==> src/rtl/log_ride_tracker.sv <==
// log_ride_tracker
//
// Decides once per frame whether the frog is standing on a log. The logs
// are examined one per clock through an index/mux handshake with the
// upstream log motion block. The outcome is either a horizontal carry for
// the frog, or a drown event when the frog is in the river band but on no log.
//
// Ports:
//   Clk          system clock
//   Reset        asynchronous, active-low reset
//   frame_tick   one-cycle pulse per frame; starts a scan when idle
//   frog_x       frog left edge (unsigned)
//   frog_y       frog top edge (unsigned)
//   log_sel      index of the log currently examined (drives upstream mux)
//   log_x        signed x of log[log_sel], same-cycle combinational input
//   log_y        y of log[log_sel]
//   busy         high while a scan is in progress
//   on_log       result of the last completed scan (level)
//   hit_idx      lowest-index log hit in the last scan, 0 if none
//   carry_valid  one-cycle pulse: frog is on a log this frame
//   carry_dx     signed carry to apply to frog_x (-LOG_STEP on hit, else 0)
//   drown        one-cycle pulse: frog in river band and on no log
//   overrun      sticky: a frame_tick arrived while a scan was running
module log_ride_tracker #(
  parameter int NUM_LOGS    = 24,
  parameter int LOG_W       = 48,
  parameter int FROG_W      = 32,
  parameter int LOG_STEP    = 1,
  parameter int RIVER_Y_MIN = 48,
  parameter int RIVER_Y_MAX = 168
) (
  input  logic               Clk,
  input  logic               Reset,
  input  logic               frame_tick,
  input  logic [9:0]         frog_x,
  input  logic [9:0]         frog_y,
  output logic [4:0]         log_sel,
  input  logic signed [10:0] log_x,
  input  logic [9:0]         log_y,
  output logic               busy,
  output logic               on_log,
  output logic [4:0]         hit_idx,
  output logic               carry_valid,
  output logic signed [3:0]  carry_dx,
  output logic               drown,
  output logic               overrun
);

  typedef enum logic [1:0] {
    ST_IDLE    = 2'd0,
    ST_SCAN    = 2'd1,
    ST_RESOLVE = 2'd2
  } state_t;

  localparam logic [4:0]         LAST_SEL  = 5'(NUM_LOGS - 1);
  localparam logic signed [11:0] HALF_FROG = 12'(FROG_W / 2);
  localparam logic signed [11:0] LOG_SPAN  = 12'(LOG_W - 1);
  localparam logic signed [3:0]  STEP_NEG  = 4'(-LOG_STEP);
  localparam logic [9:0]         Y_MIN     = 10'(RIVER_Y_MIN);
  localparam logic [9:0]         Y_MAX     = 10'(RIVER_Y_MAX);

  state_t              state_r, state_n;
  logic [9:0]          fx_r, fx_n;
  logic [9:0]          fy_r, fy_n;
  logic [4:0]          sel_r, sel_n;
  logic                hit_r, hit_n;
  logic [4:0]          scan_idx_r, scan_idx_n;
  logic                busy_r, busy_n;
  logic                on_log_r, on_log_n;
  logic [4:0]          hit_idx_r, hit_idx_n;
  logic                cv_r, cv_n;
  logic signed [3:0]   dx_r, dx_n;
  logic                drown_r, drown_n;
  logic                overrun_r, overrun_n;

  logic signed [11:0]  center_s;
  logic signed [11:0]  lx_s;
  logic signed [11:0]  hi_s;
  logic                hit_now_s;
  logic                in_band_s;

  // Overlap test for the log currently on the mux, all at 12-bit signed so
  // logs that have wrapped to negative x compare correctly.
  always_comb begin
    center_s  = $signed({2'b00, fx_r}) + HALF_FROG;
    lx_s      = {log_x[10], log_x};
    hi_s      = lx_s + LOG_SPAN;
    hit_now_s = (log_y == fy_r) && (center_s >= lx_s) && (center_s <= hi_s);
    in_band_s = (fy_r >= Y_MIN) && (fy_r <= Y_MAX);
  end

  // Next-state and next-register logic for the scan controller.
  always_comb begin
    state_n    = state_r;
    fx_n       = fx_r;
    fy_n       = fy_r;
    sel_n      = sel_r;
    hit_n      = hit_r;
    scan_idx_n = scan_idx_r;
    busy_n     = busy_r;
    on_log_n   = on_log_r;
    hit_idx_n  = hit_idx_r;
    cv_n       = 1'b0;
    dx_n       = dx_r;
    drown_n    = 1'b0;
    // A tick is only honoured from IDLE; any other tick is flagged for good.
    overrun_n  = overrun_r | (frame_tick & (state_r != ST_IDLE));

    case (state_r)
      ST_IDLE: begin
        if (frame_tick) begin
          fx_n       = frog_x;
          fy_n       = frog_y;
          sel_n      = 5'd0;
          hit_n      = 1'b0;
          scan_idx_n = 5'd0;
          busy_n     = 1'b1;
          state_n    = ST_SCAN;
        end else begin
          state_n    = ST_IDLE;
        end
      end

      ST_SCAN: begin
        // Only the first hit is recorded so the lowest index wins.
        if (hit_now_s && !hit_r) begin
          hit_n      = 1'b1;
          scan_idx_n = sel_r;
        end else begin
          hit_n      = hit_r;
        end
        if (sel_r == LAST_SEL) begin
          state_n = ST_RESOLVE;
        end else begin
          sel_n   = sel_r + 5'd1;
        end
      end

      ST_RESOLVE: begin
        on_log_n  = hit_r;
        hit_idx_n = hit_r ? scan_idx_r : 5'd0;
        if (hit_r) begin
          cv_n    = 1'b1;
          dx_n    = STEP_NEG;
        end else if (in_band_s) begin
          drown_n = 1'b1;
          dx_n    = 4'sd0;
        end else begin
          dx_n    = 4'sd0;
        end
        busy_n  = 1'b0;
        sel_n   = 5'd0;
        state_n = ST_IDLE;
      end

      default: begin
        busy_n  = 1'b0;
        sel_n   = 5'd0;
        state_n = ST_IDLE;
      end
    endcase
  end

  // State register.
  always_ff @(posedge Clk or negedge Reset) begin
    if (!Reset) begin
      state_r <= ST_IDLE;
    end else begin
      state_r <= state_n;
    end
  end

  // Datapath and output registers.
  always_ff @(posedge Clk or negedge Reset) begin
    if (!Reset) begin
      fx_r       <= 10'd0;
      fy_r       <= 10'd0;
      sel_r      <= 5'd0;
      hit_r      <= 1'b0;
      scan_idx_r <= 5'd0;
      busy_r     <= 1'b0;
      on_log_r   <= 1'b0;
      hit_idx_r  <= 5'd0;
      cv_r       <= 1'b0;
      dx_r       <= 4'sd0;
      drown_r    <= 1'b0;
      overrun_r  <= 1'b0;
    end else begin
      fx_r       <= fx_n;
      fy_r       <= fy_n;
      sel_r      <= sel_n;
      hit_r      <= hit_n;
      scan_idx_r <= scan_idx_n;
      busy_r     <= busy_n;
      on_log_r   <= on_log_n;
      hit_idx_r  <= hit_idx_n;
      cv_r       <= cv_n;
      dx_r       <= dx_n;
      drown_r    <= drown_n;
      overrun_r  <= overrun_n;
    end
  end

  assign log_sel     = sel_r;
  assign busy        = busy_r;
  assign on_log      = on_log_r;
  assign hit_idx     = hit_idx_r;
  assign carry_valid = cv_r;
  assign carry_dx    = dx_r;
  assign drown       = drown_r;
  assign overrun     = overrun_r;

endmodule
==> config.mk <==
export PLATFORM = sky130hd
export DESIGN_NAME = log_ride_tracker
export DESIGN_NICKNAME = d
export VERILOG_FILES = /design/src/rtl/log_ride_tracker.sv
export SDC_FILE = /design/constraint.sdc
export NUM_CORES = 1
export LEC_CHECK = 0
export CAP_MARGIN = 20
export CORE_ASPECT_RATIO = 1.75
export CORE_UTILIZATION = 42
export CTS_CLUSTER_DIAMETER = 100
export DETAILED_ROUTE_END_ITERATION = 16
export GPL_ROUTABILITY_DRIVEN = 1
export PLACE_DENSITY = 0.69
export SETUP_SLACK_MARGIN = 0.05
export SLEW_MARGIN = 20
export SYNTH_ARGS = -nofsm -noshare
export SYNTH_HDL_FRONTEND = slang
export SYNTH_SLANG_ARGS = --single-unit
==> constraint.sdc <==
create_clock -name Clk -period 4.83 [get_ports Clk]
set_input_delay 0.7245 -clock Clk [delete_from_list [all_inputs] [get_ports Clk]]
set_output_delay 0.7245 -clock Clk [all_outputs]
set_load 0.05 [all_outputs]
; ---- Yosys cells after proc, flatten, opt, wreduce, memory -nomap -nowiden
; Cells that the tools add are included.
[classes]
addsub = 3
n_lt_le_gt_ge = 4
eq_ne = 8
mux = 20
bitwise_logic = 3
n_reduce_logical = 12
[op_table]
columns = cell, n
row1 = 2-to-1 mux 5 bit, 4
row2 = case mux 5 bit (2 select lines), 2
row3 = "adder 11 x 7 -> 12 bit, second input constant", 1
row4 = >= comparator 12 x 11 -> 1 bit, 1
row5 = <= comparator 12 bit, 1
row6 = "adder 10 x 5 -> 11 bit, second input constant", 1
row7 = == test 10 bit, 1
row8 = ">= comparator 10 x 6 -> 1 bit, second input constant", 1
row9 = "<= comparator 10 x 8 -> 1 bit, second input constant", 1
row10 = 2-to-1 mux 1 bit, 9
row11 = "inequality test 2 bit, second input constant", 4
row12 = AND reduction 2 bit, 3
row13 = "adder 5 x 1 -> 5 bit, second input constant", 1
row14 = "== test 5 bit, second input constant", 1
row15 = logical AND 1 bit, 4
row16 = 2-to-1 mux 4 bit, 1
row17 = case mux 1 bit (2 select lines), 2
row18 = case mux 2 bit (2 select lines), 1
row19 = nonzero test 2 bit, 2
row20 = AND reduction 3 bit, 1
row21 = "== test 2 x 1 -> 1 bit, second input constant", 1
row22 = "== test 2 bit, second input constant", 1
row23 = logical NOT 2 bit, 1
row24 = 2-to-1 mux 2 bit, 1
row25 = other kinds (4), 4
[totals]
ff_bits = 47
out_inout_bits = 19

; ---- Longest topological paths before layout
[depth]
depth_word = 7
mapped_depth = 12
ltp_nobuf = 12

; ---- Least setup slack after synthesis
; OpenSTA, ideal clock, no wires.
[synth_timing]
path_kind = input to register
start = in log_x[1]
end = reg scan_idx_r[2]
setup_ns = 0.125
t_arrival_ns = 3.023
required_time_ns = 4.705
slack_ns = 1.682
cell_stages = 9
path_buffers = 0
cell_sequence = o41ai_1 > nand2_1 > nand4_1 > xnor2_1 > ha_1 > a211o_1 > a2111oi_2 > o311ai_4 > mux2_4
[synth_between]
elab_chain_cells = 6
elab_cells_between_ends = 8
classes_between = add/sub: 1 / order compare: 2 / eq/ne: 1 / reduce/logical: 4
[synth_rtl]
columns = element, line_no
row1 = from (decl), 38  ; input logic signed [10:0] log_x,
row2 = adder 11 x 7 -> 12 bit / >= comparator 12 x 11 -> 1 bit (equally long branches), "87, 88"
row3 = <= comparator 12 bit / logical AND 1 bit (equally long branches), 88  ; hit_now_s = (log_y == fy_r) && (center_s >= lx_s) && (center_s <= hi_s);
row4 = logical AND 1 bit *, 88
row5 = logical AND 1 bit *, 126  ; if (hit_now_s && !hit_r) begin
row6 = inequality test 2 bit (no source line) *, --
row7 = AND reduction 3 bit (no source line) *, --
row8 = to (signal assigned), 193  ; scan_idx_r <= scan_idx_n;
row9 = to (decl), 67  ; logic [4:0] scan_idx_r, scan_idx_n;
; Mark *: on every way between the ends. The rest lies on a longest branch, timed or not.
; A chain may end at the register's enable or synchronous reset.

; ---- Worst setup path after layout
[layout_timing]
start = in log_x[0]
end = reg scan_idx_r[0]
; The elaborated chain is that of the path after synthesis.

==> metrics.md <==
| Metric | Value |
|---|---|
| Status | complete, no violations |
| Syn Nets | approximately 330 |
| Fill cells | 540 |
| Max VDD drop | approximately 280 uV |
| Synth unique cells | 37 |
| Met1 Resource Use GR | 0.206 |
| Pwr dens | just under 500 mW/mm2 |
| Drt pass-1 iters | 5 |
| Clk pin slew, worst setup/hold paths | roughly 80 ps |
| Post-route ant nets | 0 |
| Post-layout instance area | about 0.0034 mm2 |
| Setup crit end kind | flip-flop |
| Clk root buf | clkbuf_8 |
| Chip Height | 107 um |
| Max_slew headroom | 0.362 |
| Worst Clk Skew | between 7 and 8 ps |
| Worst r2r src | fx_r[4] |
| Max cap viols | 0 |
| Met3 usage | 0.0277 |
| Share of layout cells above drive strength 1 | 0.116 |
| Fmax | ~0.28 GHz |
| First-pass GRT wire length | roughly 10000 um |
| Vias/cell | approximately 5.2 |
| Die area | 0.00659 mm2 |
| Worst Hold Depth | 1 |
| Drt drc | 0 |
| Core Area | ~0.006 mm2 |
| ANT cells | 0 |
| # rows | 37 |
| Tcrit/Tclk final | 0.753 |
| Startpoint types | input pin |
| Final setup fails | 0 |
| DP HPWL | roughly 4900 um |
| Initial antenna violation count | 0 |
| Clock latency at the later pin of the worst-skew pair | 290 ps |
| R2R Path End | scan_idx_r[0] |
| Port-buffer cells | between 60 and 70 |
| WL/cell | 15.2 um |
| Synth Instances | between 200 and 300 |
| R2R Setup Slk | about 2200 ps |
| Clock buffer depth | 2 |
| Hold Path End | overrun |
| Hold/Removal Path Class | reg2reg |
| Fin. Hold Viols | 0 |
| TritonCTS clock tree | built |
| Worst hold path startpoint | overrun |
| Most crowded layer after global routing | met2 |
| GRT Total Usage | 0.203 |
| Final slew viol count | 0 |
| Post-synthesis sequential element count | between 40 and 50 |
| Die X | between 60 and 70 um |
| Initial DRC count | 52 |
| Syn Std Cell Area | 0.00263 mm2 |
| Crit path DAT | between 3000 and 4000 ps |
| Pleak | approximately 1.5 nW |
| CTS sink cnt | 43 |
| Final GP Congestion | slightly below 0.9 |
| FF-to-FF path depth | 8 |
| Vias | slightly above 2k |
| Post-route insts no fill | just under 400 |
| Post-layout nets | about 390 |
| Data required time of the worst path | roughly 5000 ps |
| Ys Warns | 0 |
| CTS Hold Bufs | 0 |
| Minimum clock period | about 3600 ps |
| Met2 Use GR | 0.386 |
| CP Class | in2reg |
| RSZ-0062 raised after global routing | false |
| Mean post-synth cell area | between 10 and 15 um2 |
| Post-CTS Setup Bufs | 0 |
| Final TNS setup | 0 ps |
| Placed cells | 388 |
| DRT Wirelength | just over 6000 um |
| Worst Max-Slew Pin Slew | between 900 and 1000 ps |
| Number of global-route vias before repair | roughly 2.2k |
| # IOs | 63 |
| Pin count of the biggest net entering global routing | 44 |
| Post-synthesis sequential area ratio | 0.409 |
| Num CTS Buffers | 5 |
| PostCTS Resize Cnt | 0 |
| Synth-to-Final Area Change | 28.6% |
| Placed Area | between 0.003 and 0.004 mm2 |
| Crit-path max FO | 6 |
| CTS HTree Levels | 2 |
| Grt ovf | 0 |
| Initial Util | 0.440 |
## per-stage QoR
step | util | setup slack, ps | hold WS [ps] | power, W
floorplan | - | 1680 | 429 | 0.00120
global placement | 0.552 | 955 | 456 | 0.00142
detailed placement | 0.552 | 899 | 457 | 0.00145
CTS | 0.567 | 1210 | 482 | 0.00167
global route | 0.567 | 989 | 504 | 0.00179
finish | 0.567 | 1190 | 476 | 0.00166
## sequential cells by signal, summed over array words and instances, names as in the netlist
register     flops
hit_r            1
carry_valid      1
overrun          1
drown            1
log_sel          5
busy             1
hit_idx          5
carry_dx         1
fy_r            10
state_r          2
fx_r            10
scan_idx_r       5
## Yosys cell counts, drive strengths merged
| cell | count | area share |
|---|---|---|
| o31a | 1 | 0.0033 |
| a31oi | 1 | 0.0024 |
| or4 | 1 | 0.0029 |
| xor2 | 11 | 0.037 |
| nor2 | 16 | 0.023 |
| buf | 6 | 0.015 |
| a2111oi | 2 | 0.011 |
| a22oi | 2 | 0.0057 |
| or2 | 1 | 0.0024 |
| o311ai | 1 | 0.010 |
| ha | 24 | 0.11 |
| a21o | 2 | 0.0057 |
| clkbuf | 4 | 0.0057 |
| nand2 | 20 | 0.029 |
| dfrtp | 43 | 0.41 |
| o211ai | 1 | 0.0029 |
| nand4b | 1 | 0.0033 |
| nand4 | 6 | 0.014 |
| a211o | 2 | 0.0067 |
| mux2 | 22 | 0.10 |
| nor3 | 5 | 0.0095 |
| nand3 | 11 | 0.021 |
| o21ai | 15 | 0.029 |
| o41ai | 1 | 0.0033 |
| xnor2 | 13 | 0.043 |
| nor4 | 3 | 0.0071 |
| and3 | 1 | 0.0024 |
| nand2b | 6 | 0.014 |
| a31o | 1 | 0.0033 |
| a211oi | 2 | 0.0057 |
| a21oi | 11 | 0.021 |
| nor2b | 7 | 0.017 |
| inv | 14 | 0.020 |
## metal layers
layer / wire length, um / vias to the layer above
met5: 0 / -
met4: 181 / 0
met3: 178 / 14
met1: 2240 / 978
met2: 3430 / 55
li1: - / 1016
## cell type report
cell class | count | area (um2) | share of cell area
Clock buffer | 5 | 68.8 | 0.0203
Clock inverter | 3 | 15.0 | 0.00444
Inverter | 14 | 52.6 | 0.0155
Multi-Input combinational cell | 190 | 1450 | 0.429
Sequential cell | 43 | 1080 | 0.318
Tap cell | 78 | 97.6 | 0.0288
Timing Repair Buffer | 63 | 623 | 0.184
## where the power goes
part	internal [W]	switching, W	total [W]
combinational	0.000388	0.000436	0.000824
clock	0.0000989	0.000117	0.000216
sequential	0.000478	0.000139	0.000616
## cells in the final DEF, fill, tap and decap left out, types with 3 or more instances in the layout
cell type / synthesis / routed
nor2b_1: 7 / 7
ha_1: 24 / 24
nor2_1: 16 / 15
dfrtp_1: 43 / 43
clkinv_2: 0 / 3
xor2_1: 11 / 11
nor3_1: 5 / 5
nand4_1: 6 / 6
xnor2_1: 13 / 13
o21ai_0: 14 / 14
nor4_1: 3 / 3
clkdlybuf4s50_1: 0 / 61
nand3_1: 11 / 11
nand2b_1: 6 / 6
nand2_1: 20 / 20
mux2_4: 5 / 5
mux2_2: 17 / 17
a21oi_1: 11 / 11
clkbuf_8: 0 / 5
inv_1: 14 / 14
## worst max path at each step
stage / to / slack [ps] / cells past startpoint / from
6_report: scan_idx_r[0] / 1190 / 10 / log_x[0]
5_1_grt: scan_idx_r[0] / 990 / 10 / log_x[0]
3_5_place_dp: scan_idx_r[4] / 900 / 10 / log_x[0]
4_1_cts: scan_idx_r[0] / 1210 / 10 / log_x[0]
3_3_place_gp: scan_idx_r[4] / 960 / 10 / log_x[0]
2_1_floorplan: scan_idx_r[2] / 1680 / 9 / log_x[1]
## critical path: stages
cell and delay (ps):
clkdlybuf4s50_1 460, o41ai_1 600, nand2_1 190, nand4_1 150
xnor2_1 130, ha_1 280, a211o_1 280, a2111oi_2 460
o311ai_4 200, mux2_4 340
## cell families after synthesis
group	synth area share
AND/OR/NAND/NOR	0.145
XOR/XNOR	0.0799
multiplexers	0.101
adder cells (fa/ha/maj)	0.114
buffers and inverters	0.0404
flip-flops	0.409
AO/OA/AOI/OAI	0.110
No activity file was read; power rests on OpenSTA's default activity.
